File: src/rtl/psg_bus_seq_pkg.sv
// Shared types for the PSG bus sequencer: FSM state encoding, requester id,
// and the bdir/bc1 pairs driven in each bus phase.
package psg_bus_seq_pkg;

    typedef enum logic [2:0] {
        ST_IDLE = 3'd0,
        ST_ADDR = 3'd1,
        ST_WR   = 3'd2,
        ST_RD   = 3'd3,
        ST_GAP  = 3'd4
    } psg_state_t;

    typedef enum logic {
        SRC_CPU = 1'b0,
        SRC_STR = 1'b1
    } psg_src_t;

    // {bdir, bc1}
    localparam logic [1:0] BUS_INACT = 2'b00;
    localparam logic [1:0] BUS_READ  = 2'b01;
    localparam logic [1:0] BUS_WRITE = 2'b10;
    localparam logic [1:0] BUS_ADDR  = 2'b11;

    function automatic logic [1:0] bus_ctl(input psg_state_t s);
        logic [1:0] ctl;
        case (s)
            ST_ADDR: ctl = BUS_ADDR;
            ST_WR:   ctl = BUS_WRITE;
            ST_RD:   ctl = BUS_READ;
            default: ctl = BUS_INACT;
        endcase
        return ctl;
    endfunction

endpackage

File: src/rtl/psg_bus_seq_arb.sv
// Two-requester round-robin arbiter; the last-grant flag resets to the stream
// side so the CPU wins the first contended grant.
module psg_bus_seq_arb
    import psg_bus_seq_pkg::*;
(
    input  logic clock,
    input  logic reset,
    input  logic req_cpu,
    input  logic req_str,
    input  logic take,
    output logic gnt_cpu,
    output logic gnt_str
);

    psg_src_t last_grant;

    always_comb begin
        gnt_cpu = req_cpu & (~req_str | (last_grant == SRC_STR));
        gnt_str = req_str & (~req_cpu | (last_grant == SRC_CPU));
    end

    always_ff @(posedge clock or negedge reset) begin
        if (!reset) begin
            last_grant <= SRC_STR;
        end else if (take) begin
            last_grant <= gnt_str ? SRC_STR : SRC_CPU;
        end
    end

endmodule

File: src/rtl/psg_bus_seq.sv
// PSG bus sequencer: arbitrates CPU and register-stream requests and plays
// ADDR / WR|RD / GAP phases on the bdir/bc1/d bus, advancing only on ce.
//
// state | meaning
// IDLE  | bus inactive, grant a pending request on a ce cycle
// ADDR  | latch address {ADDRMASK, reg} into the PSG
// WR    | drive write data
// RD    | PSG drives q, sampled into cpu_rq on exit
// GAP   | IDLE_CE inactive ce cycles before the next grant
module psg_bus_seq
    import psg_bus_seq_pkg::*;
#(
    parameter logic [3:0] ADDRMASK = 4'b0000,
    parameter int         IDLE_CE  = 1
) (
    input  logic       clock,
    input  logic       reset,
    input  logic       ce,
    input  logic       cpu_req,
    input  logic       cpu_rd,
    input  logic [3:0] cpu_reg,
    input  logic [7:0] cpu_wd,
    output logic       cpu_ack,
    output logic [7:0] cpu_rq,
    input  logic       str_valid,
    input  logic [3:0] str_reg,
    input  logic [7:0] str_wd,
    output logic       str_ready,
    output logic       bdir,
    output logic       bc1,
    output logic [7:0] d,
    input  logic [7:0] q,
    output logic       busy
);

    localparam int GW = (IDLE_CE > 2) ? $clog2(IDLE_CE) : 1;
    localparam logic [GW-1:0] GAP_LOAD = (IDLE_CE > 0) ? GW'(IDLE_CE - 1) : '0;
    localparam psg_state_t POST_XFER = (IDLE_CE > 0) ? ST_GAP : ST_IDLE;

    psg_state_t state, state_nx;
    logic [GW-1:0] gap_cnt, gap_nx;
    psg_src_t   txn_src, src_nx;
    logic       txn_rd, rd_nx;
    logic [3:0] txn_reg, reg_nx;
    logic [7:0] txn_wd, wd_nx;
    logic [7:0] rq_nx, d_nx;
    logic [1:0] ctl_nx;
    logic       ack_cpu_nx, ack_str_nx;
    logic       take, gnt_cpu, gnt_str;

    psg_bus_seq_arb u_arb (
        .clock   (clock),
        .reset   (reset),
        .req_cpu (cpu_req),
        .req_str (str_valid),
        .take    (take),
        .gnt_cpu (gnt_cpu),
        .gnt_str (gnt_str)
    );

    always_comb begin
        state_nx   = state;
        gap_nx     = gap_cnt;
        src_nx     = txn_src;
        rd_nx      = txn_rd;
        reg_nx     = txn_reg;
        wd_nx      = txn_wd;
        rq_nx      = cpu_rq;
        ack_cpu_nx = 1'b0;
        ack_str_nx = 1'b0;
        take       = 1'b0;

        if (ce) begin
            case (state)
                ST_IDLE: begin
                    if (gnt_cpu || gnt_str) begin
                        take     = 1'b1;
                        state_nx = ST_ADDR;
                        if (gnt_cpu) begin
                            src_nx = SRC_CPU;
                            rd_nx  = cpu_rd;
                            reg_nx = cpu_reg;
                            wd_nx  = cpu_wd;
                        end else begin
                            // stream side is write-only
                            src_nx = SRC_STR;
                            rd_nx  = 1'b0;
                            reg_nx = str_reg;
                            wd_nx  = str_wd;
                        end
                    end
                end
                ST_ADDR: state_nx = txn_rd ? ST_RD : ST_WR;
                ST_WR: begin
                    ack_cpu_nx = (txn_src == SRC_CPU);
                    ack_str_nx = (txn_src == SRC_STR);
                    gap_nx     = GAP_LOAD;
                    state_nx   = POST_XFER;
                end
                ST_RD: begin
                    rq_nx      = q;
                    ack_cpu_nx = (txn_src == SRC_CPU);
                    ack_str_nx = (txn_src == SRC_STR);
                    gap_nx     = GAP_LOAD;
                    state_nx   = POST_XFER;
                end
                ST_GAP: begin
                    if (gap_cnt == '0) begin
                        state_nx = ST_IDLE;
                    end else begin
                        gap_nx = gap_cnt - 1'b1;
                    end
                end
                default: state_nx = ST_IDLE;
            endcase
        end

        // bus outputs follow the state being entered so they stay registered
        ctl_nx = bus_ctl(state_nx);
        case (state_nx)
            ST_ADDR: d_nx = {ADDRMASK, reg_nx};
            ST_WR:   d_nx = wd_nx;
            default: d_nx = 8'h00;
        endcase
    end

    always_ff @(posedge clock or negedge reset) begin
        if (!reset) begin
            state     <= ST_IDLE;
            gap_cnt   <= '0;
            txn_src   <= SRC_CPU;
            txn_rd    <= 1'b0;
            txn_reg   <= 4'h0;
            txn_wd    <= 8'h00;
            cpu_rq    <= 8'h00;
            cpu_ack   <= 1'b0;
            str_ready <= 1'b0;
            bdir      <= 1'b0;
            bc1       <= 1'b0;
            d         <= 8'h00;
        end else begin
            state     <= state_nx;
            gap_cnt   <= gap_nx;
            txn_src   <= src_nx;
            txn_rd    <= rd_nx;
            txn_reg   <= reg_nx;
            txn_wd    <= wd_nx;
            cpu_rq    <= rq_nx;
            cpu_ack   <= ack_cpu_nx;
            str_ready <= ack_str_nx;
            bdir      <= ctl_nx[1];
            bc1       <= ctl_nx[0];
            d         <= d_nx;
        end
    end

    assign busy = (state != ST_IDLE);

endmodule

File: config.mk
export PLATFORM = sky130hd
export DESIGN_NAME = psg_bus_seq
export DESIGN_NICKNAME = d
export VERILOG_FILES = /design/src/rtl/psg_bus_seq_pkg.sv /design/src/rtl/psg_bus_seq_arb.sv /design/src/rtl/psg_bus_seq.sv
export SDC_FILE = /design/constraint.sdc
export NUM_CORES = 1
export LEC_CHECK = 0
export ABC_CLOCK_PERIOD_IN_PS = 1890
export BUFFER_PORTS_ARGS = -buffer_cell sky130_fd_sc_hd__buf_4
export CORE_ASPECT_RATIO = 1.25
export CORE_MARGIN = 4
export CORE_UTILIZATION = 50
export DETAILED_ROUTE_END_ITERATION = 7
export PLACE_DENSITY = 0.9
export SYNTH_ARGS = -nofsm -noshare
export SYNTH_HDL_FRONTEND = slang
export SYNTH_SLANG_ARGS = --single-unit
export TNS_END_PERCENT = 20
File: constraint.sdc
create_clock -name clock -period 1.89 [get_ports clock]
set_clock_uncertainty 0.1 [all_clocks]
set_input_delay 0.189 -clock clock [delete_from_list [all_inputs] [get_ports clock]]
set_output_delay 0.189 -clock clock [all_outputs]
set_load 0.05 [all_outputs]
# --- Yosys cells after proc, flatten, opt, wreduce, memory -nomap -nowiden ---
# Index checks and enable logic that the tools add are counted.
classes:
  n_addsub: 1
  n_reduce_logical: 8
  n_bitwise: 8
  n_mux: 27
  n_eq_ne: 7
ops:
  columns: ["cell", "count"]
  rows:
  - ["$mux 8", 4]
  - ["$mux 4", 4]
  - ["$pmux 8 s2", 1]
  - ["$eq 3x2->1 const B", 4]
  - ["$mux 1", 12]
  - ["$pmux 3 s4", 1]
  - ["$mux 3", 3]
  - ["$eq 3x1->1 const B", 2]
  - ["$pmux 2 s3", 1]
  - ["$not 1->1", 4]
  - ["$reduce_and 2->1", 2]
  - ["$eq 3x3->1 const B", 1]
  - ["$logic_not 3->1", 1]
  - ["$reduce_and 3->1", 1]
  - ["$reduce_bool 3->1", 1]
  - ["$and 1x1->1", 2]
  - ["$or 1x1->1", 2]
  - ["$pmux 1 s2", 1]
  - ["$reduce_bool 2->1", 1]
  - ["$reduce_or 2->1", 1]
  - ["$logic_or 1x1->1", 1]
  - ["$sub 1x1->1 const B", 1]
word_totals:
  reg_bits: 39
  output_inout_bits: 21

# --- Depth between registers and ports, before layout ---
logic_depth:
  depth_word: 9
  depth_mapped: 8
  mapped_depth_nobuf: 4

# --- Modules after synthesis ---
# Synthesis repeated with hierarchy kept, for this count alone.
unflattened:
  cells_unflattened: 123
  hier_area_um2: 1661.6
by_module_without_submodules:
  columns: ["module", "instances", "cells_per_inst", "area_each_um2"]
  rows:
  - ["psg_bus_seq", 1, 118, 1597.8]
  - ["psg_bus_seq_arb", 1, 5, 63.8]

# --- Least setup slack after synthesis ---
# Ideal clock, no wire load.
synth_timing:
  path_kind: "flip-flop to flip-flop"
  from: "reg state[0]"
  to: "reg d[1]"
  path_stages_with_launch: 7
  arrival_time_ns: 1.441
  setup_slack_ns: 0.271
  n_path_buf: 2
  path_cell_list: "dfrtp_1 > buf_2 > or3b_1 > a21oi_1 > buf_2 > a221oi_1 > a21oi_1"
synth_between:
  elab_chain_cells: 6
synth_lines:
  columns: ["element", "line", "text"]
  rows:
  - ["start, declared", "psg_bus_seq.sv:40", "psg_state_t state, state_nx;"]
  - ["start signal, assigned", "psg_bus_seq.sv:142", "state <= state_nx;"]
  - ["$eq 3x2->1", "psg_bus_seq.sv:74", "case (state)"]
  - ["$reduce_or 2->1 (no source line)", null, null]
  - ["$pmux 3 s4", "psg_bus_seq.sv:74", null]
  - ["$mux 3", "psg_bus_seq.sv:73", "if (ce) begin"]
  - ["$eq 3x2->1 or $eq 3x1->1 (tied branches)", "psg_bus_seq.sv:120", "case (state_nx)"]
  - ["$pmux 8 s2 *", "psg_bus_seq.sv:120", null]
  - ["net d_nx[1]", "psg_bus_seq.sv:46", "logic [7:0] rq_nx, d_nx;"]
  - ["end signal, assigned", "psg_bus_seq.sv:153", "d <= d_nx;"]
  - ["end, declared", "psg_bus_seq.sv:31", "output logic [7:0] d,"]
# Mark *: on every way through the listed nets, which the timed path passes. The rest lies on a longest branch.
# A chain may end at the register's enable or synchronous reset.

# --- Worst setup path in the final report ---
layout_timing:
  from: "reg state[1]"
  to: "out busy"
layout_between:
  elab_chain_cells: 1
layout_lines:
  columns: ["element", "line", "text"]
  rows:
  - ["$reduce_bool 3->1", "psg_bus_seq.sv:157", "assign busy = (state != ST_IDLE);"]
  - ["end, declared", "psg_bus_seq.sv:33", "output logic busy"]
# No other way between the ends.

==> results_dict.tcl <==
set metrics [dict create \
    yosysSeqAreaShare_pct 53.0 \
    post_cts_buffers 0 \
    async_reset_ff_share_pct 100 \
    largestRegisters "cpu_rq: 8 flops, d: 8 flops, txn_wd: 8 flops" \
    cts-root-buf "clkbuf_8" \
    dp_hpwl_microns 3010 \
    min_period_over_period_pct 95.6 \
    critPathLaunch "state[1]" \
    boundaryPins 59 \
    gp_congestion 0.807 \
    layout_setup_ws_ns 0.0830 \
    drc 0 \
    r2r-start "state[0]" \
    syn_nets 205 \
    yosysUniqueCellTypes 35 \
    synthFlopType "dfrtp_1" \
    grt_max_degree 39 \
    worstPathArrival_ns 1.52 \
    ir_drop_v 0.00149 \
    die_x_microns 61.6 \
    synth_edf_count 0 \
    placedCellCount 260 \
    final_area_sq_um 2390 \
    cts_sinks 38 \
    grt_antenna_before_repair 0 \
    max_cap_violations 0 \
    p_comb_share_pct 50.3 \
    synthTopCellsByArea "dfrtp_1, mux2_2, a21oi_1, a31oi_1, o21ai_0" \
    criticalPathCategory "flip-flop to output pin" \
    drt_iter0_drc 68 \
    p_leak_nw 1.17 \
    cts_tree "done" \
    synth.top_cell.area_share_pct 51.5 \
    status "finished, final reports clean" \
    diodes 0 \
    intPower_mw 2.34 \
    drive_gt1_share_pct 39.1 \
    clockBufferDepth 2 \
    viasPerCell 5.52 \
    swShare_pct 43.3 \
    maxSlewHeadroom_pct 68.6 \
    synth_cells 167 \
    postPlaceCellArea_sq_um 2270 \
    p_sw_mw 1.78 \
    clk_latency_ns 0.29 \
    row_count 24 \
    synth_area_sq_um 1800 \
    wl_microns 4010 \
    wl_per_cell_microns 14.9 \
    die-area_sq_um 4630 \
    min_from "q[7]" \
    endpoint_kind "output pin" \
    ys_seq_elements 38 \
    fmaxAchievable_mhz 553 \
    seqPwrFrac_pct 34.3 \
    die_height_microns 75.0 \
    grt_pass1_vias 1412 \
    min_path_type "input port to flip-flop" \
    layoutNonFillerInstCount 269 \
    fin_nets 267 \
    start_util_pct 51.6 \
    dr.pass1.iters 4 \
    cts_made_buffers 5 \
    post_cts_resized 0 \
    fin_setup_tns_ns 0 \
    synth_top_area_cell "dfrtp_1" \
    hold_viol 0 \
    start_kind "flip-flop" \
    yosys_warnings 0 \
    worstMarginPinSlew_ns 0.471 \
    fillers 286 \
    final_max_slew_viol_count 0 \
    io_buffers 58 \
    vias 1485 \
    syn_to_final_growth_pct 33.2 \
    avgSynthCellArea_sq_um 10.8 \
    setup_viol 0 \
    htreeDepth 2 \
    gr-total-overflow 0 \
    grt_first_pass_wirelength_microns 6280 \
    place_worst_setup_slack_ns 0.228 \
    cp_max_fo 10 \
    grt_util_all_layers_pct 18.7 \
    path_clk_slew_ns 0.07 \
    coreArea_sq_um 3480 \
    crit_required_ns 1.60 \
    pwr-share-clk_pct 15.4 \
    powerDensity_nw_per_um2 1720 \
    ctsHoldBuffers 1 \
    rsz0062_at_grt "false" \
    hold_slack_ns 0.0336 \
    postRouteAntennaNets 0 \
    period_needed_ns 1.81 \
]
==> through the flow <==
stage	utilization (%)	total power, mW
2_1_floorplan	-	2.85
3_3_place_gp	65.3	3.42
3_5_place_dp	65.3	3.50
4_1_cts	68.8	4.15
5_1_grt	68.8	4.37
6_report	68.8	4.12
==> area by class of cell <==
cell class                 count  area (sq um)  share of cell area, %
multi-input combinational    107           724                   30.3
timing repair buffer          68           526                   21.9
inverter                       9          33.8                   1.41
clock buffer                   8           110                   4.60
tap                           39          48.8                   2.04
sequential                    38           952                   39.8
==> logic make-up (layout without fill, tap and decap cells) <==
group           after synthesis  count (layout)  share of synthesized area [%]
simple gates                 39              39                           12.0
buf+inv                      22              85                           6.75
xor+xnor                      1               1                          0.487
flops                        38              38                           53.0
compound gates               54              54                           20.0
mux                          13              13                           7.86
==> synth_stat cells (2+ instances only) <==
library cell  instances
dfrtp_1              37
a21oi_1              14
nor2_1               10
o21ai_0              10
a31oi_1               9
inv_1                 9
mux2_2                9
and3_1                5
nand3_1               5
o21bai_1              5
a21boi_0              4
a221oi_1              4
and2_1                4
buf_2                 4
buf_6                 4
clkbuf_1              4
mux2i_1               4
o21ai_2               4
nand2_1               3
nand4_1               2
nor2b_1               2
nor3b_1               2
==> worst max-delay path: stages, from the launching register on <==
cell and delay [ns]:
dfrtp_1 0.48, buf_4 0.20, or3_1 0.36, buf_4 0.20
==> routing by layer <==
layer / wire [microns] / vias up / track usage (%)
met5: 0 / - / 0
met4: 51 / 0 / 6.84
met3: 272 / 7 / 5.83
met2: 2120 / 48 / 31.3
met1: 1570 / 717 / 22.2
li1: - / 713 / -
==> cells in the final DEF (no fill, tap or decap), drive strengths merged, types with 8 or more instances in the layout <==
master,netlist,layout
inv,9,9
a31oi,10,10
mux2,9,9
dfrtp,37,37
o21ai,14,14
buf,9,67
nor2,10,10
clkbuf,4,8
a21oi,14,14
==> final timing paths <==
path | endpoint | slack, ns | cells after the start
max | busy | 0.08 | 3
min | cpu_rq[7] | 0.03 | 2
max reg2reg | d[3] | 0.16 | 4
min reg2reg | cpu_ack | 0.38 | 1
max in group asynchronous | u_arb.last_grant | 1.04 | 2
min in group asynchronous | str_ready | 0.29 | 2
==> power by group through the flow <==
stage          logic, mW  registers, mW  clock network [mW]
2_1_floorplan      0.896           1.96                   0
3_5_place_dp        2.08           1.42                   0
4_1_cts             2.09           1.41               0.650
5_1_grt             2.23           1.45               0.691
6_report            2.07           1.41               0.634
3_3_place_gp        2.02           1.40                   0
Power figures use the tool's default switching activity.
